<file path="src/rtl/risc_mgmt_decode_arbiter.sv">
// risc_mgmt_decode_arbiter: grants decode-stage instructions to one RISC-MGMT extension and stalls until it finishes
module risc_mgmt_decode_arbiter #(
  parameter int NUM_EXT = 4,
  parameter int TIMEOUT = 64,
  parameter int CNT_W   = 8
) (
  input  logic                 CLK,
  input  logic                 nRST,
  input  logic [31:0]          insn,
  input  logic                 insn_valid,
  input  logic                 flush,
  output logic [31:0]          ext_insn,
  input  logic [NUM_EXT-1:0]   ext_claim,
  input  logic [5*NUM_EXT-1:0] ext_rsel_s_0,
  input  logic [5*NUM_EXT-1:0] ext_rsel_s_1,
  input  logic [5*NUM_EXT-1:0] ext_rsel_d,
  input  logic [NUM_EXT-1:0]   ext_done,
  output logic [NUM_EXT-1:0]   ext_start,
  output logic [NUM_EXT-1:0]   ext_kill,
  output logic                 claimed,
  output logic [2:0]           owner_idx,
  output logic [4:0]           rsel_s_0,
  output logic [4:0]           rsel_s_1,
  output logic [4:0]           rsel_d,
  output logic                 stall,
  output logic                 timeout_err,
  output logic [CNT_W-1:0]     conflict_count
);
  localparam int BW = $clog2(TIMEOUT);
  typedef enum logic {IDLE, BUSY} state_t;
  state_t state, state_nxt;
  logic [2:0] owner, win;
  logic [4:0] lat_s0, lat_s1, lat_d, ws0, ws1, wd;
  logic [3:0] ncl;
  logic [BW-1:0] busy_cnt;
  logic [NUM_EXT-1:0] own_mask, start_nxt, kill_nxt;
  logic busy, grant, done_own, tmo_nxt;
  assign ext_insn = insn;
  // lowest-index claimant wins; also count claimants to detect conflicts
  always_comb begin
    win = '0;
    ws0 = '0;
    ws1 = '0;
    wd = '0;
    ncl = '0;
    for (int i = NUM_EXT - 1; i >= 0; i--)
      if (ext_claim[i]) begin
        win = 3'(i);
        ws0 = ext_rsel_s_0[5*i +: 5];
        ws1 = ext_rsel_s_1[5*i +: 5];
        wd = ext_rsel_d[5*i +: 5];
      end
    for (int i = 0; i < NUM_EXT; i++) ncl = ncl + 4'(ext_claim[i]);
  end
  // decode-facing outputs and FSM next state with registered pulse values
  always_comb begin
    busy = state == BUSY;
    claimed = !busy && insn_valid && |ext_claim;
    grant = claimed && !flush;
    stall = busy;
    owner_idx = claimed ? win : owner;
    rsel_s_0 = claimed ? ws0 : busy ? lat_s0 : 5'd0;
    rsel_s_1 = claimed ? ws1 : busy ? lat_s1 : 5'd0;
    rsel_d = claimed ? wd : busy ? lat_d : 5'd0;
    own_mask = NUM_EXT'(1) << owner;
    done_own = |(ext_done & own_mask);
    state_nxt = state;
    start_nxt = '0;
    kill_nxt = '0;
    tmo_nxt = 1'b0;
    if (!busy) begin
      if (grant) begin
        state_nxt = BUSY;
        start_nxt = NUM_EXT'(1) << win;
      end
    end else if (flush) begin
      state_nxt = IDLE;
      kill_nxt = own_mask;
    end else if (done_own) begin
      state_nxt = IDLE;
    end else if (busy_cnt == BW'(TIMEOUT - 1)) begin
      state_nxt = IDLE;
      kill_nxt = own_mask;
      tmo_nxt = 1'b1;
    end
  end
  // state, latched owner context, busy timer and saturating conflict counter
  always_ff @(posedge CLK or negedge nRST) begin
    if (!nRST) begin
      state <= IDLE;
      owner <= '0;
      lat_s0 <= '0;
      lat_s1 <= '0;
      lat_d <= '0;
      busy_cnt <= '0;
      ext_start <= '0;
      ext_kill <= '0;
      timeout_err <= 1'b0;
      conflict_count <= '0;
    end else begin
      state <= state_nxt;
      ext_start <= start_nxt;
      ext_kill <= kill_nxt;
      timeout_err <= tmo_nxt;
      if (grant) begin
        owner <= win;
        lat_s0 <= ws0;
        lat_s1 <= ws1;
        lat_d <= wd;
        busy_cnt <= '0;
      end else if (busy) begin
        busy_cnt <= busy_cnt + BW'(1);
      end
      if (!busy && insn_valid && ncl > 4'd1 && conflict_count != '1)
        conflict_count <= conflict_count + CNT_W'(1);
    end
  end
endmodule

</file>
<file path="config.mk">
export PLATFORM = sky130hd
export DESIGN_NAME = risc_mgmt_decode_arbiter
export DESIGN_NICKNAME = d
export VERILOG_FILES = /design/src/rtl/risc_mgmt_decode_arbiter.sv
export SDC_FILE = /design/constraint.sdc
export NUM_CORES = 1
export LEC_CHECK = 0
export ABC_CLOCK_PERIOD_IN_PS = 2700
export BUFFER_PORTS_ARGS = -buffer_cell sky130_fd_sc_hd__buf_2
export CAP_MARGIN = 20
export CORE_ASPECT_RATIO = 1.75
export CORE_MARGIN = 4
export CORE_UTILIZATION = 42
export CTS_BUF_LIST = sky130_fd_sc_hd__clkbuf_16
export DETAILED_ROUTE_END_ITERATION = 12
export PLACE_DENSITY = 0.8
export SLEW_MARGIN = 20
export SYNTH_ARGS = -nofsm -noshare
export SYNTH_HDL_FRONTEND = slang
export SYNTH_SLANG_ARGS = --single-unit
</file>
<file path="constraint.sdc">
create_clock -name CLK -period 2.7 [get_ports CLK]
set_clock_uncertainty 0.05 [all_clocks]
set_input_delay 0.54 -clock CLK [delete_from_list [all_inputs] [get_ports CLK]]
set_output_delay 0.54 -clock CLK [all_outputs]
set_load 0.005 [all_outputs]
</file>
==> flow_summary.json, run 1 <==
{
  "outcome": "finished, final reports clean",
  "end_kind": "output pin",
  "wl_um": 7310,
  "timing.rr.start": "stall",
  "worstPathRequired_ns": 2.11,
  "drt-vias-per-instance": 5.52,
  "synth_seq_area_share_pct": 39.3,
  "drv_slew": 0,
  "hold_path.class": "in2async",
  "drt_drc_violations_left": 0,
  "mappedNetlistArea_um2": 2610,
  "start_kind": "input port",
  "antenna-diode-count": 0,
  "track_usage_pct": 19.8,
  "post-route-period-util_pct": 93.5,
  "cts.sinks": 41,
  "reg2regPathDepth": 5,
  "layout.cells.most_common_list": "107 x buf_2, 41 x dfrtp_1, 27 x nor2_1",
  "cts_tree": "yes",
  "clockRootBuffer": "clkbuf_16",
  "timing.setup.tns_ns": 0,
  "pin_count_of_the_biggest_net_entering_global_routing": 42,
  "design_area_um2": 3100,
  "timing.setup.critical_path_class": "in2out",
  "die-area_um2": 7580,
  "clk_transition_reported_paths_ns": 0.06,
  "cap_viol_max_count": 0,
  "die_x_um": 67.6,
  "post_dp_cell_area_um2": 2960,
  "crit_path_frequent_cell": "buf_2",
  "finalCriticalPeriod_ns": 2.52,
  "fmax_mhz": 396,
  "hold_ws_ns": 0.346,
  "worst_path_max_delay_cell": "or2_1",
  "signed_area_change_from_the_synthesized_netlist_to_the_final_layout_pct": 18.8,
  "worstPathBufferInverterCount": 2,
  "globalRoute.totalOverflow": 0,
  "rows": 37,
  "detail_route.iter0.violations": 76,
  "ys_async_sr_fraction_pct": 100,
  "pin_count": 173,
  "register_bit_count_reported_by_yosys": 41,
  "reg2reg_slack_ns": 0.83,
  "antenna_found_initial": 0,
  "clock_path_buffers": 2,
  "count_of_final_hold_check_violations": 0,
  "finish.net_count": 432,
  "wl_per_cell_um": 18.1,
  "post_synth_inst_count": 250,
  "post-place-ws_ns": 0.175,
  "relSlewSlack_pct": 39.4,
  "power.density_cell_area_nw_per_um2": 650,
  "static-leakage-power_nw": 1.54,
  "utilization_pct": 51.9,
  "drive_gt1_share_pct": 46.5,
  "first_pass_iters": 4,
  "power_mw": 2.01,
  "r2r-end": "lat_d[1]",
  "placedCellCount": 395,
  "unrepaired_setup_endpoints_after_global_routing": "false",
  "insertion_delay_to_the_later_sink_of_the_worst_skew_pair_ns": 0.28,
  "path_delay_family": "simple AND/OR/NAND/NOR gates",
  "cts_repair_resize_count": 0,
  "first_global_vias": 2417,
  "commonest_non_fill_non_tap_cell_in_the_layout": "buf_2",
  "synth.net_count": 358,
  "crit_path_max_incr_delay_ns": 0.48,
  "initial_util_pct": 43.7,
  "core_um2": 5970,
  "synth_warnings": 0,
  "final.fill_count": 547,
  "crit_fanout": 17,
  "layoutNonFillerInstCount": 403,
  "tritoncts.num_buffers": 5,
  "worst_case_setup_margin_in_the_final_layout_ns": 0.176,
  "cts-htree-levels": 2,
  "yosys.cell_types.count": 46,
  "ant_nets": 0,
  "hpwl_um": 5460,
  "cts_setup_buffers": 0,
  "wire_length_of_the_first_global_routing_pass_um": 11400,
  "synth.avg_cell_area_um2": 10.4,
  "port-buffer-count": 107,
  "report.final.setup_viol": 0,
  "route.vias.total": 2225,
  "arrival_ns": 1.93,
  "chipHeight_um": 112,
  "ys.flop_type": "dfrtp_1",
  "tightestPinTransition_ns": 0.909,
  "ir_drop_worst_vdd_v": 0.000362,
  "cts-hold-fix-buffers": 0,
  "place_congestion": 0.829,
  "cp_cell_sequence": "buf_2 -> or2_1 -> a221oi_1 -> nor3_1 -> a22o_1 -> buf_2",
  "synth_edf_count": 0
}
==> registers in the layout (all words and copies together) (netlist names) <==
register	cells
conflict_count	8
busy_cnt	6
lat_d	5
lat_s0	5
lat_s1	5
ext_kill	4
ext_start	4
owner	2
stall	1
timeout_err	1
==> logic make-up (layout without fill, tap and decap cells) <==
group	count (synthesis)	after routing	share of synthesized area, %
AND/OR/NAND/NOR	66	66	13.5
AO/OA/AOI/OAI	56	56	16.9
buffers and inverters	51	126	13.4
flip-flops	41	41	39.3
multiplexers	24	24	12.1
XOR/XNOR	7	7	2.35
adder cells (fa/ha/maj)	4	4	2.21
other	1	1	0.144
==> metal layers <==
layer | up-vias | routed length [um] | global-route usage [%]
met4 | 0 | 382 | 12.1
met3 | 40 | 516 | 4.20
met1 | 1078 | 2530 | 20.0
met5 | - | 0 | 0
met2 | 87 | 3870 | 35.2
li1 | 1020 | - | -
==> worst max-delay path by stage <==
stage	from	endpoint	slack [ns]	cells past startpoint
2_1_floorplan	ext_claim[0]	rsel_d[0]	0.34	6
3_3_place_gp	ext_claim[1]	rsel_d[3]	0.22	6
3_5_place_dp	ext_claim[0]	rsel_s_0[3]	0.18	6
4_1_cts	ext_claim[1]	rsel_d[3]	0.18	6
5_1_grt	ext_claim[0]	rsel_s_1[3]	0.05	6
6_report	ext_claim[1]	rsel_s_0[3]	0.18	6
==> cell type report <==
cell class / count / area (um2) / area share, %
inverters: 4 / 15.0 / 0.485
well taps: 78 / 97.6 / 3.15
flip-flops and latches: 41 / 1030 / 33.1
repair buffers: 114 / 588 / 19.0
clock inverters: 3 / 12.5 / 0.404
multi-input cells: 158 / 1230 / 39.8
clock buffers: 5 / 125 / 4.04
==> cell usage after synthesis (2+ instances only) <==
cell / n / area share [%]
nand4_1: 3 / 0.72
a21oi_1: 2 / 0.38
and2_1: 3 / 0.72
nor3b_2: 2 / 0.96
clkbuf_1: 3 / 0.43
o21ai_0: 4 / 0.77
ha_1: 3 / 1.4
xnor2_1: 4 / 1.3
mux2i_1: 2 / 0.77
inv_1: 4 / 0.58
nand3_1: 4 / 0.77
o22ai_1: 14 / 3.4
nor3_1: 7 / 1.3
buf_4: 35 / 10
buf_2: 6 / 1.2
nor2_1: 27 / 3.9
mux2_4: 10 / 5.8
dfrtp_1: 41 / 39
nand2_1: 5 / 0.72
mux2_2: 11 / 4.8
and3_1: 3 / 0.72
xor2_1: 3 / 1.0
a22o_1: 15 / 5.0
a221oi_1: 15 / 5.0
nand2b_1: 3 / 0.72
==> where the power goes <==
part	total (mW)	internal (mW)	switching [mW]
combinational	0.584	0.321	0.263
sequential	0.862	0.746	0.116
clock	0.567	0.334	0.233
No activity file was read; power rests on OpenSTA's default activity.
==> run 2, diff against run 1 <==
--- a/config.mk
+++ b/config.mk
@@ -5,16 +5,17 @@
 export SDC_FILE = /design/constraint.sdc
 export NUM_CORES = 1
 export LEC_CHECK = 0
-export ABC_CLOCK_PERIOD_IN_PS = 2700
+export ABC_CLOCK_PERIOD_IN_PS = 2300
 export BUFFER_PORTS_ARGS = -buffer_cell sky130_fd_sc_hd__buf_2
 export CAP_MARGIN = 20
 export CORE_ASPECT_RATIO = 1.75
 export CORE_MARGIN = 4
-export CORE_UTILIZATION = 42
+export CORE_UTILIZATION = 38
 export CTS_BUF_LIST = sky130_fd_sc_hd__clkbuf_16
 export DETAILED_ROUTE_END_ITERATION = 12
-export PLACE_DENSITY = 0.8
+export PLACE_DENSITY = 0.77
 export SLEW_MARGIN = 20
 export SYNTH_ARGS = -nofsm -noshare
 export SYNTH_HDL_FRONTEND = slang
 export SYNTH_SLANG_ARGS = --single-unit
+export TNS_END_PERCENT = 10
==> constraint.sdc (replaced) <==
create_clock -name CLK -period 2.3 [get_ports CLK]
set_clock_uncertainty 0.05 [all_clocks]
set_input_delay 0.46 -clock CLK [delete_from_list [all_inputs] [get_ports CLK]]
set_output_delay 0.46 -clock CLK [all_outputs]
set_load 0.005 [all_outputs]
==> run 2 against run 1 <==
  * Utilization is 3.3 points lower
  * Non-clock buffer count is 9 higher
  * Critical path depth is 1 higher
  * Power is 18% higher
  * Critical endpoint is now rsel_s_1[0]
  * Global-route usage is 2.8 points lower
  * Combinational power is 21% higher
  * Via count is 0.22% lower
  * Worst setup slack worse by 0.083 ns
  * Critical path type unchanged
==> flow_summary.json, run 2 (synthesized netlist as in run 1, its figures left out) <==
{
  "reg2reg_slack_ns": 0.52,
  "post-place-ws_ns": 0.0604,
  "report.final.setup_viol": 0,
  "chipHeight_um": 118,
  "power.density_cell_area_nw_per_um2": 745,
  "antenna-diode-count": 0,
  "clk_transition_reported_paths_ns": 0.06,
  "clock_path_buffers": 2,
  "design_area_um2": 3200,
  "wire_length_of_the_first_global_routing_pass_um": 11200,
  "count_of_final_hold_check_violations": 0,
  "reg2regPathDepth": 4,
  "hpwl_um": 5550,
  "cts-htree-levels": 2,
  "pin_count": 173,
  "top_signal_layer_used": "met4",
  "cts.sinks": 41,
  "insertion_delay_to_the_later_sink_of_the_worst_skew_pair_ns": 0.28,
  "cap_viol_max_count": 0,
  "finalCriticalPeriod_ns": 2.21,
  "globalRoute.totalOverflow": 0,
  "timing.rr.start": "conflict_count[0]",
  "clockRootBuffer": "clkbuf_16",
  "pin_count_of_the_biggest_net_entering_global_routing": 24,
  "layout.cells.most_common_list": "107 x buf_2, 41 x dfrtp_1, 27 x nor2_1",
  "start_kind": "input port",
  "cts_repair_resize_count": 0,
  "static-leakage-power_nw": 1.59,
  "cp_cell_sequence": "buf_2 -> or2_1 -> buf_4 -> a221oi_1 -> nor2_1 -> a22o_1 -> buf_2",
  "drive_gt1_share_pct": 49.1,
  "finish.net_count": 441,
  "crit_path_frequent_cell": "buf_2",
  "intPower_mw": 1.66,
  "worstPathBufferInverterCount": 3,
  "worst_path_max_delay_cell": "or2_1",
  "drt-met1-wl_um": 2630,
  "power.switching_fraction_pct": 30.2,
  "cts-hold-fix-buffers": 0,
  "drv_slew": 0,
  "arrival_ns": 1.70,
  "route.vias.total": 2220,
  "post_dp_cell_area_um2": 3040,
  "crit_fanout": 10,
  "unrepaired_setup_endpoints_after_global_routing": "false",
  "power.combinational.fraction_pct": 29.7,
  "max_flop_register": "conflict_count",
  "routed-wl-met2_um": 3750,
  "cts_setup_buffers": 0,
  "place_congestion": 0.788,
  "ir_drop_worst_vdd_v": 0.000325,
  "drt_drc_violations_left": 0,
  "timing.setup.critical_path_class": "in2out",
  "fmax_mhz": 453,
  "end_kind": "output pin",
  "tritoncts.num_buffers": 5,
  "reg.largest.list": "conflict_count: 8 flops, busy_cnt: 6 flops",
  "outcome": "finished, final reports clean",
  "clkPwrFrac_pct": 28.0,
  "detail_route.iter0.violations": 80,
  "power_mw": 2.38,
  "sequential_fraction_of_design_power_pct": 42.3,
  "worstPathRequired_ns": 1.79,
  "relSlewSlack_pct": 66.0,
  "worst_case_setup_margin_in_the_final_layout_ns": 0.0930,
  "timing.setup.tns_ns": 0,
  "commonest_non_fill_non_tap_cell_in_the_layout": "buf_2",
  "cts_tree": "yes",
  "wl_um": 7130,
  "tightestPinTransition_ns": 0.510,
  "first_pass_iters": 4,
  "largest_reg_flops": 8,
  "rows": 39,
  "die_x_um": 70.6,
  "initial_util_pct": 39.6,
  "antenna_found_initial": 0,
  "die-area_um2": 8300,
  "hold_path.class": "in2async",
  "track_usage_pct": 17.0,
  "crit_path_max_incr_delay_ns": 0.25,
  "port-buffer-count": 107,
  "post-route-period-util_pct": 96.0,
  "r2r-end": "conflict_count[1]",
  "power_switching_mw": 0.720,
  "path_delay_family": "buffers and inverters",
  "ant_nets": 0,
  "wl_per_cell_um": 17.1,
  "signed_area_change_from_the_synthesized_netlist_to_the_final_layout_pct": 22.7,
  "drt-vias-per-instance": 5.34,
  "routed-wl-met3_um": 502,
  "core_um2": 6590,
  "first_global_vias": 2256
}
run 2: cell count changes in the layout (fill, tap and decap cells not counted):
cell / change
buf_4: +8
a221oi_1: -2
a221oi_2: +2
clkinv_1: -2
buf_12: +1
clkinv_2: +1
clkinvlp_4: +1
run 2: final cells by class:
cell class,count,area [um2]
clock buffers,5,125
inverters,4,15.0
repair buffers,123,668
fillers,636,3390
clock inverters,3,17.5
well taps,82,103
multi-input cells,158,1240
flip-flops and latches,41,1030
run 2: metal layers:
layer	track usage (%)	up-vias
met4	9.06	0
met5	0	-
li1	-	1043
met1	19.2	1047
met3	3.08	27
met2	29.6	103
run 2: per-stage QoR:
step,hold slack [ns],util [%],cells
after floorplan,0.114,-,250
after CTS,0.107,48.4,416
after global routing,0.129,48.6,416
after detailed placement,0.410,46.2,408
after global placement,0.405,46.2,408
final,0.0949,48.6,416
run 2: power by group through the flow:
stage,Clock (mW),Combinational [mW],Sequential (mW)
finish,0.669,0.708,1.01
global route,0.722,0.778,1.03
CTS,0.691,0.717,1.01
detailed placement,0,0.713,1.02
global placement,0,0.693,1.01
floorplan,0,0.466,0.998
run 2: worst reg2reg max path, delay by kind of cell, from the launching register on:
| family | cells | cell delay [ns] |
|---|---|---|
| adders and majority gates | 1 | 0.28 |
| and+or+nand+nor | 1 | 0.19 |
| DFF | 1 | 0.41 |
| AOI/OAI and AO/OA | 1 | 0.35 |
| muxes | 1 | 0.38 |
run 2: worst max path at each step:
stage / start / endpoint / slack [ns] / cells past startpoint
5_1_grt: ext_claim[1] / rsel_s_1[2] / 0.004 / 7
6_report: ext_claim[1] / rsel_s_1[0] / 0.09 / 7
4_1_cts: ext_claim[1] / rsel_d[2] / 0.06 / 7
3_5_place_dp: ext_claim[1] / rsel_d[2] / 0.06 / 7
3_3_place_gp: ext_claim[1] / rsel_s_1[0] / 0.13 / 7
2_1_floorplan: ext_claim[0] / rsel_d[0] / 0.1 / 6
